$ cat src/rtl/apb_master_bridge_if.sv
// Bundles the command, response and APB signals of apb_master_bridge.
// The master modport is the bridge's view; slave is the requester/APB-target side.
interface apb_master_bridge_if #(
    parameter int DATA_WIDTH = 32,
    parameter int ADDR_WIDTH = 10
);
    logic                  cmd_valid_i;
    logic                  cmd_ready_o;
    logic                  cmd_write_i;
    logic [ADDR_WIDTH+1:0] cmd_addr_i;
    logic [DATA_WIDTH-1:0] cmd_wdata_i;
    logic [3:0]            cmd_strb_i;

    logic                  rsp_valid_o;
    logic                  rsp_ready_i;
    logic [DATA_WIDTH-1:0] rsp_rdata_o;
    logic                  rsp_err_o;
    logic                  rsp_timeout_o;

    logic [ADDR_WIDTH+1:0] paddr_o;
    logic                  psel_o;
    logic                  penable_o;
    logic                  pwrite_o;
    logic [3:0]            pstrb_o;
    logic [DATA_WIDTH-1:0] pwdata_o;
    logic [DATA_WIDTH-1:0] prdata_i;
    logic                  pready_i;
    logic                  pslverr_i;

    modport master (
        input  cmd_valid_i, cmd_write_i, cmd_addr_i, cmd_wdata_i, cmd_strb_i,
        output cmd_ready_o,
        output rsp_valid_o, rsp_rdata_o, rsp_err_o, rsp_timeout_o,
        input  rsp_ready_i,
        output paddr_o, psel_o, penable_o, pwrite_o, pstrb_o, pwdata_o,
        input  prdata_i, pready_i, pslverr_i
    );

    modport slave (
        output cmd_valid_i, cmd_write_i, cmd_addr_i, cmd_wdata_i, cmd_strb_i,
        input  cmd_ready_o,
        input  rsp_valid_o, rsp_rdata_o, rsp_err_o, rsp_timeout_o,
        output rsp_ready_i,
        input  paddr_o, psel_o, penable_o, pwrite_o, pstrb_o, pwdata_o,
        output prdata_i, pready_i, pslverr_i
    );
endinterface

$ cat src/rtl/apb_master_bridge.sv
// Single-outstanding valid/ready command -> APB3/4 SETUP/ACCESS bridge with
// unaligned-address rejection and an ACCESS-phase watchdog.
module apb_master_bridge #(
    parameter int DATA_WIDTH     = 32,
    parameter int ADDR_WIDTH     = 10,
    parameter int TIMEOUT_CYCLES = 256
) (
    input  logic pclk_i,
    input  logic prst_n_i,
    apb_master_bridge_if.master bus
);
    typedef enum logic [1:0] {IDLE, SETUP, ACCESS, RESP} state_t;

    localparam int          TO_LIM  = (TIMEOUT_CYCLES == 0) ? 0 : TIMEOUT_CYCLES - 1;
    localparam logic [15:0] TO_LAST = TO_LIM[15:0];

    state_t                r_state;
    logic [15:0]           r_wdog;
    logic [ADDR_WIDTH+1:0] r_paddr;
    logic                  r_psel;
    logic                  r_penable;
    logic                  r_pwrite;
    logic [3:0]            r_pstrb;
    logic [DATA_WIDTH-1:0] r_pwdata;
    logic                  r_rsp_valid;
    logic [DATA_WIDTH-1:0] r_rsp_rdata;
    logic                  r_rsp_err;
    logic                  r_rsp_timeout;
    logic                  w_timeout;

    assign w_timeout = (TIMEOUT_CYCLES != 0) && (r_wdog == TO_LAST);

    // Gated by reset so the ready output is low while reset is held.
    assign bus.cmd_ready_o   = prst_n_i && (r_state == IDLE);
    assign bus.paddr_o       = r_paddr;
    assign bus.psel_o        = r_psel;
    assign bus.penable_o     = r_penable;
    assign bus.pwrite_o      = r_pwrite;
    assign bus.pstrb_o       = r_pstrb;
    assign bus.pwdata_o      = r_pwdata;
    assign bus.rsp_valid_o   = r_rsp_valid;
    assign bus.rsp_rdata_o   = r_rsp_rdata;
    assign bus.rsp_err_o     = r_rsp_err;
    assign bus.rsp_timeout_o = r_rsp_timeout;

    always_ff @(posedge pclk_i or negedge prst_n_i) begin
        if (!prst_n_i) begin
            r_state       <= IDLE;
            r_wdog        <= '0;
            r_paddr       <= '0;
            r_psel        <= 1'b0;
            r_penable     <= 1'b0;
            r_pwrite      <= 1'b0;
            r_pstrb       <= '0;
            r_pwdata      <= '0;
            r_rsp_valid   <= 1'b0;
            r_rsp_rdata   <= '0;
            r_rsp_err     <= 1'b0;
            r_rsp_timeout <= 1'b0;
        end else begin
            case (r_state)
                IDLE: if (bus.cmd_valid_i) begin
                    if (bus.cmd_addr_i[1:0] != 2'b00) begin
                        r_rsp_valid   <= 1'b1;
                        r_rsp_err     <= 1'b1;
                        r_rsp_timeout <= 1'b0;
                        r_rsp_rdata   <= '0;
                        r_state       <= RESP;
                    end else begin
                        r_paddr  <= bus.cmd_addr_i;
                        r_pwrite <= bus.cmd_write_i;
                        r_pwdata <= bus.cmd_wdata_i;
                        r_pstrb  <= bus.cmd_write_i ? bus.cmd_strb_i : 4'b0000;
                        r_psel   <= 1'b1;
                        r_state  <= SETUP;
                    end
                end
                SETUP: begin
                    r_penable <= 1'b1;
                    r_wdog    <= '0;
                    r_state   <= ACCESS;
                end
                ACCESS: begin
                    // A completing pready takes priority over a simultaneous timeout.
                    if (bus.pready_i) begin
                        r_psel        <= 1'b0;
                        r_penable     <= 1'b0;
                        r_rsp_rdata   <= r_pwrite ? '0 : bus.prdata_i;
                        r_rsp_err     <= bus.pslverr_i;
                        r_rsp_timeout <= 1'b0;
                        r_rsp_valid   <= 1'b1;
                        r_state       <= RESP;
                    end else if (w_timeout) begin
                        r_psel        <= 1'b0;
                        r_penable     <= 1'b0;
                        r_rsp_rdata   <= '0;
                        r_rsp_err     <= 1'b1;
                        r_rsp_timeout <= 1'b1;
                        r_rsp_valid   <= 1'b1;
                        r_state       <= RESP;
                    end else begin
                        r_wdog <= r_wdog + 16'd1;
                    end
                end
                RESP: if (bus.rsp_ready_i) begin
                    r_rsp_valid <= 1'b0;
                    r_state     <= IDLE;
                end
                default: r_state <= IDLE;
            endcase
        end
    end
endmodule

$ cat src/flat_wrapper.sv
// flat-port wrapper written by rule: the top's interface ports become plain ports
module apb_master_bridge_flat 
#(
    parameter int DATA_WIDTH     = 32,
    parameter int ADDR_WIDTH     = 10,
    parameter int TIMEOUT_CYCLES = 256
)
  (pclk_i, prst_n_i, bus_cmd_valid_i, bus_cmd_write_i, bus_cmd_addr_i, bus_cmd_wdata_i, bus_cmd_strb_i, bus_cmd_ready_o, bus_rsp_valid_o, bus_rsp_rdata_o, bus_rsp_err_o, bus_rsp_timeout_o, bus_rsp_ready_i, bus_paddr_o, bus_psel_o, bus_penable_o, bus_pwrite_o, bus_pstrb_o, bus_pwdata_o, bus_prdata_i, bus_pready_i, bus_pslverr_i);
  apb_master_bridge_if #(.DATA_WIDTH(DATA_WIDTH), .ADDR_WIDTH(ADDR_WIDTH)) bus_i ();
  input  logic pclk_i;
  input  logic prst_n_i;
  input wire logic [$bits(bus_i.cmd_valid_i)-1:0] bus_cmd_valid_i;
  input wire logic [$bits(bus_i.cmd_write_i)-1:0] bus_cmd_write_i;
  input wire logic [$bits(bus_i.cmd_addr_i)-1:0] bus_cmd_addr_i;
  input wire logic [$bits(bus_i.cmd_wdata_i)-1:0] bus_cmd_wdata_i;
  input wire logic [$bits(bus_i.cmd_strb_i)-1:0] bus_cmd_strb_i;
  output wire logic [$bits(bus_i.cmd_ready_o)-1:0] bus_cmd_ready_o;
  output wire logic [$bits(bus_i.rsp_valid_o)-1:0] bus_rsp_valid_o;
  output wire logic [$bits(bus_i.rsp_rdata_o)-1:0] bus_rsp_rdata_o;
  output wire logic [$bits(bus_i.rsp_err_o)-1:0] bus_rsp_err_o;
  output wire logic [$bits(bus_i.rsp_timeout_o)-1:0] bus_rsp_timeout_o;
  input wire logic [$bits(bus_i.rsp_ready_i)-1:0] bus_rsp_ready_i;
  output wire logic [$bits(bus_i.paddr_o)-1:0] bus_paddr_o;
  output wire logic [$bits(bus_i.psel_o)-1:0] bus_psel_o;
  output wire logic [$bits(bus_i.penable_o)-1:0] bus_penable_o;
  output wire logic [$bits(bus_i.pwrite_o)-1:0] bus_pwrite_o;
  output wire logic [$bits(bus_i.pstrb_o)-1:0] bus_pstrb_o;
  output wire logic [$bits(bus_i.pwdata_o)-1:0] bus_pwdata_o;
  input wire logic [$bits(bus_i.prdata_i)-1:0] bus_prdata_i;
  input wire logic [$bits(bus_i.pready_i)-1:0] bus_pready_i;
  input wire logic [$bits(bus_i.pslverr_i)-1:0] bus_pslverr_i;
  assign bus_i.cmd_valid_i = bus_cmd_valid_i;
  assign bus_i.cmd_write_i = bus_cmd_write_i;
  assign bus_i.cmd_addr_i = bus_cmd_addr_i;
  assign bus_i.cmd_wdata_i = bus_cmd_wdata_i;
  assign bus_i.cmd_strb_i = bus_cmd_strb_i;
  assign bus_cmd_ready_o = bus_i.cmd_ready_o;
  assign bus_rsp_valid_o = bus_i.rsp_valid_o;
  assign bus_rsp_rdata_o = bus_i.rsp_rdata_o;
  assign bus_rsp_err_o = bus_i.rsp_err_o;
  assign bus_rsp_timeout_o = bus_i.rsp_timeout_o;
  assign bus_i.rsp_ready_i = bus_rsp_ready_i;
  assign bus_paddr_o = bus_i.paddr_o;
  assign bus_psel_o = bus_i.psel_o;
  assign bus_penable_o = bus_i.penable_o;
  assign bus_pwrite_o = bus_i.pwrite_o;
  assign bus_pstrb_o = bus_i.pstrb_o;
  assign bus_pwdata_o = bus_i.pwdata_o;
  assign bus_i.prdata_i = bus_prdata_i;
  assign bus_i.pready_i = bus_pready_i;
  assign bus_i.pslverr_i = bus_pslverr_i;
  apb_master_bridge #(.DATA_WIDTH(DATA_WIDTH), .ADDR_WIDTH(ADDR_WIDTH), .TIMEOUT_CYCLES(TIMEOUT_CYCLES)) u_core (.pclk_i(pclk_i), .prst_n_i(prst_n_i), .bus(bus_i));
endmodule
$ cat config.mk
export PLATFORM = sky130hd
export DESIGN_NAME = apb_master_bridge_flat
export DESIGN_NICKNAME = d
export VERILOG_FILES = /design/src/rtl/apb_master_bridge_if.sv /design/src/rtl/apb_master_bridge.sv /design/src/flat_wrapper.sv
export SDC_FILE = /design/constraint.sdc
export NUM_CORES = 1
export LEC_CHECK = 0
export CORE_AREA = 4 4 114 116
export CTS_BUF_LIST = sky130_fd_sc_hd__clkbuf_4 sky130_fd_sc_hd__clkbuf_8 sky130_fd_sc_hd__clkbuf_16
export DETAILED_ROUTE_END_ITERATION = 10
export DIE_AREA = 0 0 118 120
export PLACE_DENSITY = 0.78
export SLEW_MARGIN = 10
export SYNTH_ARGS = -nofsm -noshare
export SYNTH_HDL_FRONTEND = slang
export SYNTH_SLANG_ARGS = --single-unit
$ cat constraint.sdc
create_clock -name pclk_i -period 1.9 [get_ports pclk_i]
set_input_delay 0.19 -clock pclk_i [delete_from_list [all_inputs] [get_ports pclk_i]]
set_output_delay 0.19 -clock pclk_i [all_outputs]
set_load 0.01 [all_outputs]
==> qor.yml, run 1 <==
status: "complete, but fails checks"
violations: "negative setup slack"
cts_made_buffers: 9
post_drt_wl_per_cell_um: 16.4
cts_tree: "yes"
vias_per_cell: 5.19
hold_viol: 0
cp.arrival_ns: 2.20
p_per_area_mw_per_mm2: 1550
synth_enable_flop_cells: 0
first_pass_iters: 5
rsz0062_at_grt: "true"
num_io_pins: 174
grt-ovfl-total: 0
drt_iter0_drc: 429
fin_nets: 821
core-area_mm2: 0.0119
yosysWarnings: 0
min_period_ns: 1.97
yosysTopAreaCell: "dfrtp_1"
fill_cells: 952
synth_seq_area_share_pct: 54.0
dieWidth_um: 118
worstHoldPathCells: 3
r2r_start: "u_core.r_wdog[15]"
crit_required_ns: 2.13
cts_root_buffer: "clkbuf_16"
fin_crit_sh_pct: 104
synth_flop_cell: "dfrtp_1"
min_from: "bus_cmd_wdata_i[31]"
grt_pass1_wl_mm: 23.1
antenna_found_initial: 0
netlist_top_cells_area: "dfrtp_1 54%, nand2_1 15%, mux2i_1 7.3%"
std_cell_rows: 40
cts.sinks: 104
cp-startpoint: "u_core.r_wdog[15]"
end_kind: "register"
grt_pass1_vias: 4560
worst-path-max-fanout: 4
hold_path_class: "in -> reg"
max_cap_viol_count: 0
holdPathEnd: "u_core.bus.pwdata_o[31]"
netlist.area_leader.share_pct: 54.0
whs_ns: 0.375
fmax_mhz: 508
drc: 0
avgSynthCellArea_um2: 9.29
syn_nets: 611
cpMostUsedCell: "buf_6"
clk_latency_ns: 0.34
r2r_end: "u_core.bus.rsp_timeout_o"
finalMaxSlewViolations: 0
grt.total_usage_pct: 20.0
max_stage_delay_ns: 0.44
initial_core_util_pct: 40.5
port_buffers: 173
fin_ws_ns: -0.0686
critPathLaunchType: "register"
r2r.worst_path.cells: 6
wl_mm: 14.5
dp_hpwl_mm: 10.3
ir_drop_mv: 0.733
r2r_setup_slack_ns: -0.07
slew_headroom_pct: 50.3
critPathKind: "reg -> reg"
die_h_um: 120
clock_path_buffers: 2
skew_ns: 0.0103
multi_input_area_mm2: 0.00210
drive_gt1_share_pct: 14.7
ys_ff_latch: 104
antenna_left: 0
antenna_cells: 0
cp_slowest_cell: "dfrtp_2"
cts_htree_levels: 3
synthToLayoutAreaGrowth_pct: 58.0
vias: 4568
worstMarginPinSlew_ns: 0.746
grt_max_degree: 61
synthesis.area_mm2: 0.00482
leakage_nw: 3.49
setup_violations: 28
routabilityCongestion: 0.884
seqCellArea_mm2: 0.00260
syn_inst: 519
die_area_mm2: 0.0142
clkTransAtPathRegs_ns: 0.07
async_flop_share_pct: 100
ys_types: 45
dp_slack_ns: -0.128
path_cells: "nor4_4, nand4_1, a211oi_4, buf_6, buf_6, mux2_4"
what timing repair did:
action / 4_1_cts / 5_1_grt
endpoints found under the hold margin: 44 / 0
resized for setup: 12 / 31
pin swaps: 1 / 19
hold buffers: 1 / 0
gates cloned: 2 / 0
setup buffers: 4 / 10
setup endpoints to repair: 45 / 51
per-layer routing:
layer	wire, um	global-route usage (%)	vias to the layer above
met5	0	0	-
met4	274	6.59	0
met3	890	5.47	25
met2	7330	33.8	202
met1	5990	25.0	2212
li1	-	-	2129
area by class of cell:
type	instances	area share [%]
clock buffers	12	3.42
clock inverters	4	1.00
inverters	42	2.07
multi-input cells	346	27.6
flip-flops and latches	104	34.2
well taps	147	2.41
repair buffers	226	29.3
sequential cells by signal, indices dropped and copies added, names as in the netlist:
signal,count
u_core.bus.rsp_err_o,1
u_core.r_state,2
u_core.bus.pwrite_o,1
u_core.bus.psel_o,1
u_core.bus.pwdata_o,32
u_core.bus.rsp_valid_o,1
u_core.bus.rsp_timeout_o,1
u_core.bus.paddr_o,12
u_core.bus.penable_o,1
u_core.bus.pstrb_o,4
u_core.r_wdog,16
u_core.bus.rsp_rdata_o,32
synth_stat cells (4+ instances only):
cell / n
and2_1: 4
or4_1: 11
nand2_1: 191
and3_1: 5
clkbuf_1: 12
nor2b_1: 5
buf_2: 10
a21oi_1: 7
nor2_1: 10
nand3_1: 19
mux2i_1: 35
nand4_1: 9
dfrtp_1: 104
o211ai_1: 8
ha_1: 5
inv_1: 42
cell families after synthesis:
group,count (synthesis),share of synthesized area (%)
AND/OR/NAND/NOR,271,25.3
flip-flops,104,54.0
buffers and inverters,69,6.43
multiplexers,37,7.73
AO/OA/AOI/OAI,33,5.29
adder cells (fa/ha/maj),5,1.30
through the flow:
stage	std cells	setup TNS [ns]	cell area, um2	util, %	power (W)
final	881	-0.832	7620	64.0	0.0118
after global routing	881	-4.14	7620	64.0	0.0125
after CTS	872	-0.452	7420	62.3	0.0114
after detailed placement	849	-2.45	6940	58.3	0.00899
after global placement	849	0	6940	58.3	0.00880
after floorplan	519	0	4840	-	0.00621
power by group:
group	switching [W]	internal, W
combinational	0.00275	0.00331
sequential	0.000541	0.00314
clock	0.000800	0.00124
worst max-delay path by stage:
stage / end / slack, ns / depth (start not counted)
2_1_floorplan: u_core.bus.rsp_timeout_o / 0.0003 / 7
3_3_place_gp: u_core.r_wdog[11] / 0.02 / 7
3_5_place_dp: u_core.bus.rsp_rdata_o[1] / -0.13 / 5
4_1_cts: u_core.bus.rsp_rdata_o[19] / -0.05 / 6
5_1_grt: u_core.bus.rsp_rdata_o[25] / -0.15 / 6
6_report: u_core.bus.rsp_timeout_o / -0.07 / 6
worst max-delay path: cells and delay by family (launching register included):
kind                   cells  cell delay (ns)
flip-flops                 1             0.44
AND/OR/NAND/NOR            2             0.56
buffers and inverters      2             0.29
multiplexers               1             0.28
AO/OA/AOI/OAI              1             0.29
cell usage in the layout, fill, tap and decap left out, types with 5 or more instances in the layout:
master	count
nand2_1	191
nor2_1	8
clkbuf_16	9
inv_1	40
nand4_1	9
buf_4	43
a21oi_1	5
and3_1	5
or4_4	7
nand3_1	14
dfrtp_1	103
nor2b_1	5
clkdlybuf4s50_1	171
mux2i_1	31
o211ai_1	8
Note: power is estimated with default switching activity, not from simulation.
==> run 2: changes to the inputs <==
--- a/config.mk
+++ b/config.mk
@@ -5,10 +5,12 @@
 export SDC_FILE = /design/constraint.sdc
 export NUM_CORES = 1
 export LEC_CHECK = 0
-export CORE_AREA = 4 4 114 116
+export CAP_MARGIN = 20
+export CORE_AREA = 4 4 97 136
 export CTS_BUF_LIST = sky130_fd_sc_hd__clkbuf_4 sky130_fd_sc_hd__clkbuf_8 sky130_fd_sc_hd__clkbuf_16
+export CTS_CLUSTER_SIZE = 30
 export DETAILED_ROUTE_END_ITERATION = 10
-export DIE_AREA = 0 0 118 120
+export DIE_AREA = 0 0 101 140
 export PLACE_DENSITY = 0.78
 export SLEW_MARGIN = 10
 export SYNTH_ARGS = -nofsm -noshare
==> qor.yml, run 2 (same netlist as run 1, synthesis figures left out) <==
status: "complete, but fails checks"
violations: "negative setup slack"
rsz0062_at_grt: "true"
core-area_mm2: 0.0121  # +1.3%
grt.total_usage_pct: 20.4  # +0.37 points
drt_iter0_drc: 287  # -33%
dp_cells: 856  # +0.82%
grt_busiest_layer: "met2"
dieWidth_um: 101  # -14%
mostFrequentLayoutCells: "191 x nand2_1, 171 x clkdlybuf4s50_1, 104 x dfrtp_1"
critPathLaunchType: "register"
cts_root_buffer: "clkbuf_16"
cts_tree: "yes"
skew_ns: 0.00759  # -0.00275 ns
grt_pass1_vias: 4747  # +4.1%
clkTransAtPathRegs_ns: 0.07  # about the same
antenna_cells: 0  # unchanged
max_cap_viol_count: 0  # unchanged
num_io_pins: 174  # unchanged
post_drt_wl_per_cell_um: 16.5  # +0.23%
worst-path-max-fanout: 7  # +3
fin_nets: 822  # +0.12%
grt-ovfl-total: 0  # unchanged
cp.arrival_ns: 2.15  # -0.05 ns
crit_required_ns: 2.14  # about the same
first_pass_iters: 5  # unchanged
cts_htree_levels: 3  # unchanged
finish.utilization_pct: 63.0  # -0.91 points
slew_headroom_pct: 61.8  # +11 points
multi_input_area_mm2: 0.00208  # -1.1%
grt_max_degree: 105  # +72%
dp_hpwl_mm: 10.2  # -1.4%
fin_ws_ns: -0.0171  # +0.0515 ns
cts_made_buffers: 9  # unchanged
grtUsageMet1_pct: 22.9  # -2.1 points
antenna_left: 0  # unchanged
grtUsageMet2_pct: 36.2  # +2.4 points
min_period_ns: 1.92  # -0.0515 ns
initial_core_util_pct: 40.0  # -0.54 points
fin_crit_sh_pct: 101  # -2.7 points
hold_viol: 0  # unchanged
clk_latency_ns: 0.34  # about the same
vias_per_cell: 5.16  # -0.58%
wl_mm: 14.5  # +0.46%
ir_drop_mv: 0.686  # -6.4%
leakage_nw: 3.47  # -0.40%
finalMaxSlewViolations: 0  # unchanged
drc: 0  # unchanged
antenna_found_initial: 0  # unchanged
final_common_cell: "nand2_1"
drive_gt1_share_pct: 13.5  # -1.2 points
grt_pass1_wl_mm: 23.1  # about the same
stdcell_area_mm2: 0.00761  # about the same
p_total_w: 0.0117  # -0.59%
hold_path_class: "in -> reg"
clock_path_buffers: 2  # unchanged
std_cell_rows: 48  # +20%
p_per_area_mw_per_mm2: 1540  # -0.49%
instances_no_fill: 883  # +0.23%
worstMarginPinSlew_ns: 0.573  # -0.172 ns
synthToLayoutAreaGrowth_pct: 57.8  # about the same
met3_usage_pct: 3.74  # -1.7 points
end_kind: "register"
routabilityCongestion: 0.855  # -3.2%
setup_violations: 3  # -89%
cts.sinks: 104  # unchanged
die_h_um: 140  # +17%
port_buffers: 173  # unchanged
fill_cells: 948  # -0.42%
vias: 4552  # -0.35%
fmax_mhz: 522  # +2.7%
seqCellArea_mm2: 0.00260  # about the same
post_dp_cell_area_mm2: 0.00697  # +0.49%
die_area_mm2: 0.0141  # -0.14%
critPathKind: "reg -> reg"
run 2: cell types whose count changed in the layout (fill, tap and decap cells not counted), moves of 2 or more:
cell,before,now
nor2_2,2,0
nand3_4,2,0
nand3_1,14,17
buf_4,43,39
or4_1,4,10
ha_2,0,2
buf_6,4,7
or4_4,7,1
run 2: timing repair:
item	4_1_cts	5_1_grt
gates cloned	3	1
hold buffers	1	0
gates resized for setup	22	17
setup buffers	3	6
endpoints found under the hold margin	103	0
pin swaps	4	4
endpoints found under the setup margin	45	50
run 2: area by class of cell:
type	instances	area share, %
inverters	42	2.07
repair buffers	227	30.1
flip-flops and latches	104	34.2
clock buffers	10	3.14
multi-input cells	346	27.3
clock inverters	4	0.723
well taps	150	2.47
run 2: final timing paths:
path | from | to | slack [ns] | cells after the start
worst min-delay path | bus_cmd_wdata_i[25] | u_core.bus.pwdata_o[25] | 0.37 | 3
worst min register to register | u_core.bus.pstrb_o[0] | u_core.bus.pstrb_o[0] | 0.47 | 2
worst max register to register | u_core.r_state[0] | u_core.r_wdog[11] | -0.02 | 7
min in group asynchronous | prst_n_i | u_core.r_wdog[3] | 0.48 | 3
worst max-delay path | u_core.r_state[0] | u_core.r_wdog[11] | -0.02 | 7
max in group asynchronous | prst_n_i | u_core.bus.pwdata_o[0] | 0.98 | 3
run 2: routing by layer:
layer | vias up | share of wire, %
met2 | 198 | 52
met3 | 53 | 6.3
met1 | 2179 | 37
met5 | - | 0
met4 | 0 | 4.4
li1 | 2122 | -
run 2: worst max-delay path, cell delays in order (launching register included):
cell and delay, ns:
dfrtp_1 0.36, inv_2 0.07, ha_2 0.23, buf_4 0.16, a21boi_4 0.21, nand3_2 0.16
or4_1 0.51, o211ai_1 0.13
run 2: metrics by stage:
stage | worst slack (ns) | TNS, ns | hold slack (ns)
4_1_cts | -0.0539 | -0.927 | 0.364
2_1_floorplan | 0.000328 | 0 | -0.106
6_report | -0.0171 | -0.0410 | 0.374
3_5_place_dp | -0.128 | -2.77 | 0.344
5_1_grt | -0.116 | -2.80 | 0.371
3_3_place_gp | -0.0424 | -0.0724 | 0.335
run 2: power by group:
group / internal (W) / leakage (nW) / switching [W]
Sequential: 0.00313 / 1.36 / 0.000563
Combinational: 0.00340 / 1.97 / 0.00276
Clock: 0.00105 / 0.141 / 0.000800
Total: 0.00759 / 3.47 / 0.00412
